`config.mk`:
```
export PLATFORM = sky130hd
export DESIGN_NAME = uart_tx_periph
export DESIGN_NICKNAME = d
export VERILOG_FILES = /design/src/rtl/moggysoc_uart_pkg.sv /design/src/rtl/moggy_sync_fifo.sv /design/src/rtl/uart_tx_periph.sv
export SDC_FILE = /design/constraint.sdc
export NUM_CORES = 1
export LEC_CHECK = 0
export CORE_MARGIN = 3
export CORE_UTILIZATION = 55
export CTS_CLUSTER_DIAMETER = 30
export DETAILED_ROUTE_END_ITERATION = 7
export MAX_ROUTING_LAYER = met4
export PLACE_DENSITY = 0.88
export SLEW_MARGIN = 10
export SYNTH_ARGS = -nofsm -noshare
export SYNTH_HDL_FRONTEND = slang
export SYNTH_SLANG_ARGS = --single-unit
```
`constraint.sdc`:
```
create_clock -name sys_clk -period 5 [get_ports sys_clk]
set_input_delay 1 -clock sys_clk [delete_from_list [all_inputs] [get_ports sys_clk]]
set_output_delay 1 -clock sys_clk [all_outputs]
set_load 0.02 [all_outputs]
```
`src/rtl/moggysoc_uart_pkg.sv`:
```
// Shared definitions for the UART transmit peripheral: register map,
// STATUS bit positions, transmitter state encoding and divisor floor.
package moggysoc_uart_pkg;

    localparam logic [1:0] REG_TXDATA = 2'd0;
    localparam logic [1:0] REG_STATUS = 2'd1;
    localparam logic [1:0] REG_DIV    = 2'd2;
    localparam logic [1:0] REG_CTRL   = 2'd3;

    localparam int ST_BUSY    = 0;
    localparam int ST_FULL    = 1;
    localparam int ST_EMPTY   = 2;
    localparam int ST_OVF     = 3;
    localparam int ST_CNT_LSB = 8;

    localparam logic [15:0] DIV_MIN = 16'd2;

    typedef enum logic [1:0] {
        TX_IDLE,
        TX_START,
        TX_DATA,
        TX_STOP
    } tx_state_t;

    // A bit time shorter than two cycles cannot be counted reliably.
    function automatic logic [15:0] clamp_div(input logic [15:0] d);
        return (d < DIV_MIN) ? DIV_MIN : d;
    endfunction

endpackage

```
`src/rtl/moggy_sync_fifo.sv`:
```
// Single-clock FIFO with show-ahead output; a push on a full FIFO only
// lands when a pop frees a slot in the same cycle.
module moggy_sync_fifo #(
    parameter int WIDTH = 8,
    parameter int DEPTH = 8,
    localparam int AW   = $clog2(DEPTH)
) (
    input  logic             clk,
    input  logic             rst_n,
    input  logic             push,
    input  logic [WIDTH-1:0] din,
    input  logic             pop,
    output logic [WIDTH-1:0] dout,
    output logic             full,
    output logic             empty,
    output logic [AW:0]      count
);

    logic [WIDTH-1:0] mem [DEPTH];
    logic [AW-1:0]    wr_ptr, rd_ptr;
    logic             do_push, do_pop;

    assign empty   = (count == '0);
    assign full    = (count == (AW+1)'(DEPTH));
    assign do_pop  = pop && !empty;
    assign do_push = push && (!full || do_pop);
    assign dout    = mem[rd_ptr];

    always_ff @(posedge clk) begin
        if (do_push)
            mem[wr_ptr] <= din;
    end

    always_ff @(posedge clk or negedge rst_n) begin
        if (!rst_n) begin
            wr_ptr <= '0;
            rd_ptr <= '0;
            count  <= '0;
        end else begin
            if (do_push)
                wr_ptr <= wr_ptr + AW'(1);
            if (do_pop)
                rd_ptr <= rd_ptr + AW'(1);
            case ({do_push, do_pop})
                2'b10:   count <= count + (AW+1)'(1);
                2'b01:   count <= count - (AW+1)'(1);
                default: count <= count;
            endcase
        end
    end

endmodule

```
`src/rtl/uart_tx_periph.sv`:
```
// Memory-mapped UART transmitter: register window, TX FIFO and an 8N1
// serialiser running at a programmable cycles-per-bit divisor.
module uart_tx_periph
    import moggysoc_uart_pkg::*;
#(
    parameter logic [30:0] BASE_ADDR  = 31'h0000_1000,
    parameter int          FIFO_DEPTH = 8,
    parameter logic [15:0] DIV_RESET  = 16'd542
) (
    input  logic        sys_clk,
    input  logic        rst_n,
    input  logic        bus_valid,
    input  logic [30:0] bus_addr,
    input  logic        bus_write,
    input  logic [31:0] bus_wdata,
    input  logic [3:0]  bus_wstrb,
    output logic [31:0] bus_rdata,
    output logic        bus_ready,
    output logic        uart_tx,
    output logic        irq
);

    localparam int CW = $clog2(FIFO_DEPTH) + 1;

    logic [1:0]    off;
    logic          sel, wr, push, pop, busy;
    logic          fifo_full, fifo_empty;
    logic [7:0]    fifo_dout;
    logic [CW-1:0] fifo_count;
    logic [15:0]   div_q, div_new;
    logic          ctrl_en, irq_en, ovf;
    logic [31:0]   status_w, rdata_nxt;
    logic          unused;

    tx_state_t   state;
    logic [15:0] div_lat, cnt;
    logic [2:0]  bit_idx;
    logic [7:0]  shreg;
    logic        tx_q, bit_end;

    assign unused = ^{bus_addr[1:0], bus_wdata[31:16], bus_wstrb[3:2]};

    // No new access is taken while our own ready pulse is on the bus.
    assign sel  = bus_valid && (bus_addr[30:4] == BASE_ADDR[30:4]) && !bus_ready;
    assign wr   = sel && bus_write;
    assign off  = bus_addr[3:2];
    assign push = wr && (off == REG_TXDATA) && bus_wstrb[0];
    assign pop  = (state == TX_IDLE) && ctrl_en && !fifo_empty;
    assign busy = (state != TX_IDLE);
    assign irq  = irq_en && fifo_empty && !busy;
    assign uart_tx = tx_q;

    moggy_sync_fifo #(.WIDTH(8), .DEPTH(FIFO_DEPTH)) u_fifo (
        .clk   (sys_clk),
        .rst_n (rst_n),
        .push  (push),
        .din   (bus_wdata[7:0]),
        .pop   (pop),
        .dout  (fifo_dout),
        .full  (fifo_full),
        .empty (fifo_empty),
        .count (fifo_count)
    );

    always_comb begin
        div_new = div_q;
        if (bus_wstrb[0]) div_new[7:0]  = bus_wdata[7:0];
        if (bus_wstrb[1]) div_new[15:8] = bus_wdata[15:8];
    end

    always_comb begin
        status_w                     = '0;
        status_w[ST_BUSY]            = busy;
        status_w[ST_FULL]            = fifo_full;
        status_w[ST_EMPTY]           = fifo_empty;
        status_w[ST_OVF]             = ovf;
        status_w[ST_CNT_LSB +: 8]    = 8'(fifo_count);
    end

    always_comb begin
        rdata_nxt = '0;
        case (off)
            REG_STATUS: rdata_nxt = status_w;
            REG_DIV:    rdata_nxt = {16'h0, div_q};
            REG_CTRL:   rdata_nxt = {30'h0, irq_en, ctrl_en};
            default:    rdata_nxt = '0;
        endcase
    end

    always_ff @(posedge sys_clk or negedge rst_n) begin
        if (!rst_n) begin
            div_q     <= DIV_RESET;
            ctrl_en   <= 1'b0;
            irq_en    <= 1'b0;
            ovf       <= 1'b0;
            bus_ready <= 1'b0;
            bus_rdata <= '0;
        end else begin
            bus_ready <= sel;
            bus_rdata <= (sel && !bus_write) ? rdata_nxt : '0;
            if (push && fifo_full && !pop)
                ovf <= 1'b1;
            else if (wr && off == REG_STATUS && bus_wstrb[0] && bus_wdata[ST_OVF])
                ovf <= 1'b0;
            if (wr && off == REG_DIV)
                div_q <= clamp_div(div_new);
            if (wr && off == REG_CTRL && bus_wstrb[0]) begin
                ctrl_en <= bus_wdata[0];
                irq_en  <= bus_wdata[1];
            end
        end
    end

    assign bit_end = (cnt == div_lat - 16'd1);

    // Divisor is sampled at the pop so a mid-frame DIV write waits a frame.
    always_ff @(posedge sys_clk or negedge rst_n) begin
        if (!rst_n) begin
            state   <= TX_IDLE;
            tx_q    <= 1'b1;
            div_lat <= DIV_MIN;
            cnt     <= '0;
            bit_idx <= '0;
            shreg   <= '0;
        end else begin
            case (state)
                TX_IDLE: begin
                    if (pop) begin
                        state   <= TX_START;
                        tx_q    <= 1'b0;
                        div_lat <= div_q;
                        cnt     <= '0;
                        shreg   <= fifo_dout;
                    end
                end
                TX_START: begin
                    if (bit_end) begin
                        cnt     <= '0;
                        bit_idx <= '0;
                        tx_q    <= shreg[0];
                        state   <= TX_DATA;
                    end else begin
                        cnt <= cnt + 16'd1;
                    end
                end
                TX_DATA: begin
                    if (bit_end) begin
                        cnt <= '0;
                        if (bit_idx == 3'd7) begin
                            tx_q  <= 1'b1;
                            state <= TX_STOP;
                        end else begin
                            bit_idx <= bit_idx + 3'd1;
                            shreg   <= {1'b0, shreg[7:1]};
                            tx_q    <= shreg[1];
                        end
                    end else begin
                        cnt <= cnt + 16'd1;
                    end
                end
                TX_STOP: begin
                    if (bit_end) begin
                        cnt   <= '0;
                        state <= TX_IDLE;
                    end else begin
                        cnt <= cnt + 16'd1;
                    end
                end
                default: state <= TX_IDLE;
            endcase
        end
    end

endmodule

```
==> results of run 1 <==
final timing paths:
path	from	endpoint	slack (ps)
setup reg to reg	div_lat[0]	cnt[6]	1480
max in group asynchronous	rst_n	u_fifo.count[1]	3480
hold / removal	uart_tx	uart_tx	490
min in group asynchronous	rst_n	cnt[14]	790
hold reg to reg	uart_tx	uart_tx	490
setup / recovery	bus_addr[10]	u_fifo.count[2]	1260
worst max-delay path: stages:
cell             delay [ps]
clkdlybuf4s50_1         430
nor4b_1                 340
nand4_1                 220
nor4_1                  470
and2_1                  300
inv_1                   130
ha_1                    290
xor2_1                  180
ha_1                    200
a21oi_1                 140
xor2_1                  160
nor2_1                   60
xor2_1                  140
sequential cells by signal, indices dropped and copies added (netlist names), 4 cells and up:
signal	flops
shreg	8
bus_rdata	16
u_fifo.mem	64
cnt	16
u_fifo.count	4
div_q	16
div_lat	16
Yosys cell counts (9+ instances only):
master and n:
dfrtp_1 85, edfxtp_1 64, xnor2_1 19, mux4_2 16, nor4_1 16, mux2i_1 11
xor2_1 17, nor3_1 16, mux2_2 32, nor2b_1 11, inv_1 14, ha_1 14
o21ai_0 21, clkbuf_1 16, a22oi_1 11, nand2_1 48, and2_1 10, a22o_1 11
nand4_1 9, nor2_1 49, a21oi_1 10, buf_4 16
metal layers:
layer	share of wire, %	up-vias	track usage (%)
met5	0	-	-
met4	2.5	0	9.10
met3	6.6	38	6.13
met2	51	258	41.4
met1	40	2608	30.3
li1	-	2309	-
power breakdown:
part | total [W] | internal [W] | switching [W]
Combinational | 0.000113 | 0.0000558 | 0.0000573
Clock | 0.00119 | 0.000640 | 0.000552
Sequential | 0.00137 | 0.00136 | 0.0000135
metrics by stage:
stage,worst slack [ps],instances
floorplan,1580,614
global placement,996,821
detailed placement,836,821
CTS,1270,853
global route,1070,853
finish,1260,853
layout make-up:
class / count / share of cell area, %
well taps: 172 / 2.46
repair buffers: 73 / 8.21
flip-flops and latches: 156 / 48.4
inverters: 14 / 0.601
clock inverters: 15 / 1.29
clock buffers: 17 / 4.87
multi-input cells: 406 / 34.2
cell families (layout without fill, tap and decap cells):
family	after synthesis	count (layout)	share of synthesized area (%)
AO/OA/AOI/OAI	79	79	7.50
XOR/XNOR	36	36	4.25
adder cells (fa/ha/maj)	14	14	2.36
buffers and inverters	52	119	3.59
flip-flops	156	156	57.0
multiplexers	59	59	11.2
other	1	16	0.0505
AND/OR/NAND/NOR	202	202	14.1
==> summary.txt, run 1 <==
Outcome
  • Status: completed

Timing
  • # setup viols final: 0
  • Fin Hold WS: 491 ps
  • Final worst-path cycle share: 74.8%
  • Worst-Margin Slew: 1130 ps
  • Final Hold Vio Count: 0
  • RSZ-0062 raised after global routing: no
  • Achievable Freq: 0.267 GHz
  • Slew margin rel.: 24.3%
  • Tmin final: 3740 ps
  • Max Slew Vio Count: 0
  • Clock Skews: 9.16 ps
  • Setup TNS: 0 ps

Place
  • I/O Buffers: 69
  • Post-DP HPWL: 11200 µm
  • RePlAce Congestion: 0.847
  • Placed cell areas: 8210 µm²

Drt
  • Final antenna-violating net count: 0
  • 1st-iter DRT viols: 567
  • TritonRoute pass-1 iters: 5
  • Via density: 6.11
  • Aggregate routed wire length: 17200 µm
  • Vias: 5213
  • WL/cell: 20.2 µm
  • Residual DRC: 0

Worst setup path
  • Worst EP required: 5300 ps
  • Crit path kind: primary input to register
  • Data arrival, critical path: 4040 ps
  • Worst R2R Path Depth: 9
  • Worst setup EP type: register
  • Crit-path max FO: 6
  • Crit path launch type: primary input

Final layout
  • Fin util: 67.6%
  • Diodes inserted: 0
  • Synthesis-to-finish area growth: 17.7%
  • Fill cells: 875
  • Layout cells sized above 1: 14.8%
  • Nets: 753
  • Final instance area: 8740 µm²
  • Multi-input gate area: 2990 µm²
  • Register area: 4230 µm²
  • Most frequent cells in the layout: dfrtp_1 (85), clkdlybuf4s50_1 (68), edfxtp_1 (64), nand2_1 (48), nor2_1 (48)
  • Commonest non-fill, non-tap cell in the layout: dfrtp_1

Yosys
  • Yosys reg bits: 156
  • Number of library cell types mapped by synthesis: 61
  • EDFF count, synth: 64
  • Top cell type's share of synthesized area: 28.6%
  • Yosys warning count: 0
  • Sequential element share of the synthesized area: 57.0%
  • Asr flop ratio synth: 59.0%
  • Synth area leader: dfrtp_1
  • Synth Flop Type: dfrtp_1
  • Mapped Area: 7430 µm²
  • Post-Synthesis Cells: 599
  • Synth area leaders: dfrtp_1 (29%), edfxtp_1 (26%), mux2_2 (4.9%)
  • Mean post-synth cell area: 12.4 µm²

Floorplanning
  • Initial Utilization: 57.5%
  • Die width: 122 µm
  • Cell row count: 41
  • Die area: 14900 µm²
  • Top-Level Pins: 106
  • CORE AREA: 12900 µm²
  • Die height: 122 µm

Pwr
  • Final Total Pwr: 0.00268 W
  • Lkg Pwr: 3.50 nW
  • Pwr Density: 306 nW/µm²
  • Peak supply drop: 0.224 mV

Clocking
  • Setup Buffers After CTS: 0
  • Clock Tree Buf Depth: 2
  • Clk sinks: 156
  • CTS Hold Bufs: 0
  • CTS tree: built
  • Resized cells post-CTS: 0
  • Clock transition at path regs: 60 ps
  • Num CTS Buffers: 17
  • CTS H-Tree Depth: 4
  • Root Buffer: clkbuf_16
  • Clock latency at the later pin of the worst-skew pair: 430 ps

Global routing
  • Global-route wire length before repair: 27700 µm
  • Largest net degree at the start of global routing: 93
  • Number of global-route vias before repair: 5460
  • Initial antenna violation count: 0
  • Total Routing Usage GR: 25.1%
  • Grt total ovfl: 0

Flow run
  • Max_cap viols: 0

Min path
  • Hold WC Path Type: register to register
  • Hold path cells: 1
No activity file was read; power rests on OpenSTA's default activity.
==> inputs of run 2 (changes only) <==
--- a/config.mk
+++ b/config.mk
@@ -6,11 +6,11 @@
 export NUM_CORES = 1
 export LEC_CHECK = 0
 export CORE_MARGIN = 3
-export CORE_UTILIZATION = 55
+export CORE_UTILIZATION = 49
 export CTS_CLUSTER_DIAMETER = 30
 export DETAILED_ROUTE_END_ITERATION = 7
 export MAX_ROUTING_LAYER = met4
-export PLACE_DENSITY = 0.88
+export PLACE_DENSITY = 0.84
 export SLEW_MARGIN = 10
 export SYNTH_ARGS = -nofsm -noshare
 export SYNTH_HDL_FRONTEND = slang
==> constraint.sdc (replaced) <==
create_clock -name sys_clk -period 3.11 [get_ports sys_clk]
set_input_delay 0.622 -clock sys_clk [delete_from_list [all_inputs] [get_ports sys_clk]]
set_output_delay 0.622 -clock sys_clk [all_outputs]
set_load 0.02 [all_outputs]
==> summary.txt, run 2 (synthesis results as in run 1) <==
Clocking
  • Resized cells post-CTS: 0 (unchanged)
  • Clk sinks: 156 (unchanged)
  • Clock Tree Buf Depth: 2 (unchanged)
  • Root Buffer: clkbuf_16
  • Clock transition at path regs: 60 ps (about the same)
  • CTS H-Tree Depth: 4 (unchanged)
  • CTS Hold Bufs: 0 (unchanged)
  • Setup Buffers After CTS: 0 (unchanged)
  • Clock latency at the later pin of the worst-skew pair: 430 ps (about the same)
  • Num CTS Buffers: 17 (unchanged)
  • CTS tree: built

Final layout
  • Diodes inserted: 0 (unchanged)
  • Synthesis-to-finish area growth: 22.5%
  • Nets: 787 (+4.5%)
  • Max FFs per register: 64 (unchanged)
  • Biggest register: u_fifo.mem
  • Commonest non-fill, non-tap cell in the layout: dfrtp_1
  • Final instance area: 9100 µm² (+4.1%)
  • Most frequent cells in the layout: dfrtp_1 (85), clkdlybuf4s50_1 (68), edfxtp_1 (64), nand2_1 (48), nor2_1 (47)
  • Final Non-Filler Cells: 899 (+5.4%)
  • Layout cells sized above 1: 19.9% (+5.0 points)

Pwr
  • Cell Int Power: 0.00342 W (+66%)
  • Lkg Pwr: 3.70 nW (+5.4%)
  • Pwr Density: 486 nW/µm² (+59%)
  • Final Total Pwr: 0.00442 W (+65%)
  • Peak supply drop: 0.376 mV (+68%)
  • Comb pwr share: 4.4% (+0.2 points)
  • Switch Pwr: 0.00101 W (+62%)
  • Clk pwr share: 45.8% (+1.2 points)
  • Reg power frac: 49.8% (-1.4 points)
  • Switching share of power: 22.8% (-0.50 points)

Place
  • Placed cell areas: 8490 µm² (+3.4%)
  • RePlAce Congestion: 0.907 (+7.0%)
  • Placed Cells incl. Taps: 867 (+5.6%)
  • Post-DP HPWL: 11600 µm (+3.7%)
  • I/O Buffers: 69 (unchanged)

Worst setup path
  • Crit path launch type: register
  • Worst setup EP type: register
  • Data arrival, critical path: 3290 ps (-750 ps)
  • Worst reg2reg startpoint: div_lat[6]
  • Crit path kind: register to register
  • Worst r2r dst: shreg[3]
  • Worst R2R Path Depth: 7 (-2)
  • Reg2reg setup slack: 130 ps (-1350 ps)
  • Worst EP required: 3420 ps (-1880 ps)
  • Crit-path max FO: 8 (+2)

Floorplanning
  • Die width: 129 µm (+5.7%)
  • Top-Level Pins: 106 (unchanged)
  • Die height: 129 µm (+5.7%)
  • Initial Utilization: 50.5% (-6.9 points)
  • Die area: 16700 µm² (+12%)
  • CORE AREA: 14700 µm² (+14%)
  • Cell row count: 44 (+7.3%)

Drt
  • Aggregate routed wire length: 17000 µm (-1.4%)
  • TritonRoute pass-1 iters: 5 (unchanged)
  • Via density: 5.93 (-3.0%)
  • Vias: 5331 (+2.3%)
  • WL/cell: 18.9 µm (-6.4%)
  • Final antenna-violating net count: 0 (unchanged)
  • 1st-iter DRT viols: 517 (-8.8%)
  • Residual DRC: 0 (unchanged)

Global routing
  • Grt total ovfl: 0 (unchanged)
  • Largest net degree at the start of global routing: 93 (unchanged)
  • Total Routing Usage GR: 21.7% (-3.4 points)
  • Global-route wire length before repair: 27000 µm (-2.8%)
  • Number of global-route vias before repair: 5408 (-0.95%)
  • Initial antenna violation count: 0 (unchanged)

Timing
  • # setup viols final: 0 (unchanged)
  • Final Hold Vio Count: 0 (unchanged)
  • Slew margin rel.: 35.5% (+11 points)
  • Worst-Margin Slew: 957 ps (-178 ps)
  • Achievable Freq: 0.336 GHz
  • Final worst-path cycle share: 95.8%
  • Fin Hold WS: 212 ps (-279 ps)
  • Clock Skews: 8.46 ps (-0.693 ps)
  • Setup TNS: 0 ps (unchanged)
  • Max Slew Vio Count: 0 (unchanged)
  • Tmin final: 2980 ps

Outcome
  • Status: completed

Min path
  • Hold WC Path Type: primary input to asynchronous set/reset pin

Flow run
  • Max_cap viols: 0 (unchanged)
-- run 2: cell types whose count changed in the layout (fill, tap and decap cells not counted), moves of 2 or more --
cell	change
clkinvlp_4	-2
clkinv_2	-3
buf_4	+33
inv_6	+3
-- run 2: worst max-delay path by stage --
stage / start / endpoint / cells past startpoint
after detailed placement: bus_addr[29] / u_fifo.count[3] / 13
final: div_lat[6] / shreg[3] / 7
after global placement: bus_addr[10] / u_fifo.count[2] / 13
after floorplan: bus_addr[29] / u_fifo.count[2] / 13
after global routing: bus_addr[29] / u_fifo.count[3] / 13
after CTS: div_lat[0] / cnt[8] / 9
-- run 2: final cells by class --
cell class              count  area, µm²
fillers                  1033       5600
flip-flops and latches    156       4230
multi-input cells         406       3020
repair buffers            107        986
clock buffers              18        429
well taps                 184        230
clock inverters            14        146
inverters                  14       52.6
-- run 2: power by group through the flow --
stage / sequential, W / clock, W / combinational, W
final: 0.00220 / 0.00202 / 0.000197
after global routing: 0.00221 / 0.00214 / 0.000214
after CTS: 0.00220 / 0.00205 / 0.000197
after detailed placement: 0.00224 / 0 / 0.000197
after global placement: 0.00224 / 0 / 0.000188
after floorplan: 0.00224 / 0 / 0.0000809
-- run 2: metrics by stage --
stage / utilization [%] / setup WS (ps)
after floorplan: - / 69.5
final: 61.9 / 130
after detailed placement: 57.7 / -295
after global placement: 57.7 / -193
after CTS: 61.7 / 99.2
after global routing: 61.9 / -66.6
-- run 2: worst max-delay path, cell delays in order (launching register included) --
cell and delay (ps):
dfrtp_1 450, or4_1 680, or4_1 560, nand3_1 100, nand3_1 120, and4_4 240, a31oi_4 330, mux2_2 380
-- run 2: metal layers --
layer,part of all wire [%],track usage [%],vias up
met2,53,37.1,252
met1,39,24.9,2646
li1,-,-,2386
met5,0,-,-
met4,2.9,8.77,0
met3,5.8,4.74,47
==> inputs of run 3 (changes only) <==
--- a/config.mk
+++ b/config.mk
@@ -7,7 +7,7 @@
 export LEC_CHECK = 0
 export CORE_MARGIN = 3
 export CORE_UTILIZATION = 49
-export CTS_CLUSTER_DIAMETER = 30
+export CTS_CLUSTER_DIAMETER = 50
 export DETAILED_ROUTE_END_ITERATION = 7
 export MAX_ROUTING_LAYER = met4
 export PLACE_DENSITY = 0.84
==> results of run 3 <==
The final DEF is identical to that of run 2; final timing and power are the same.
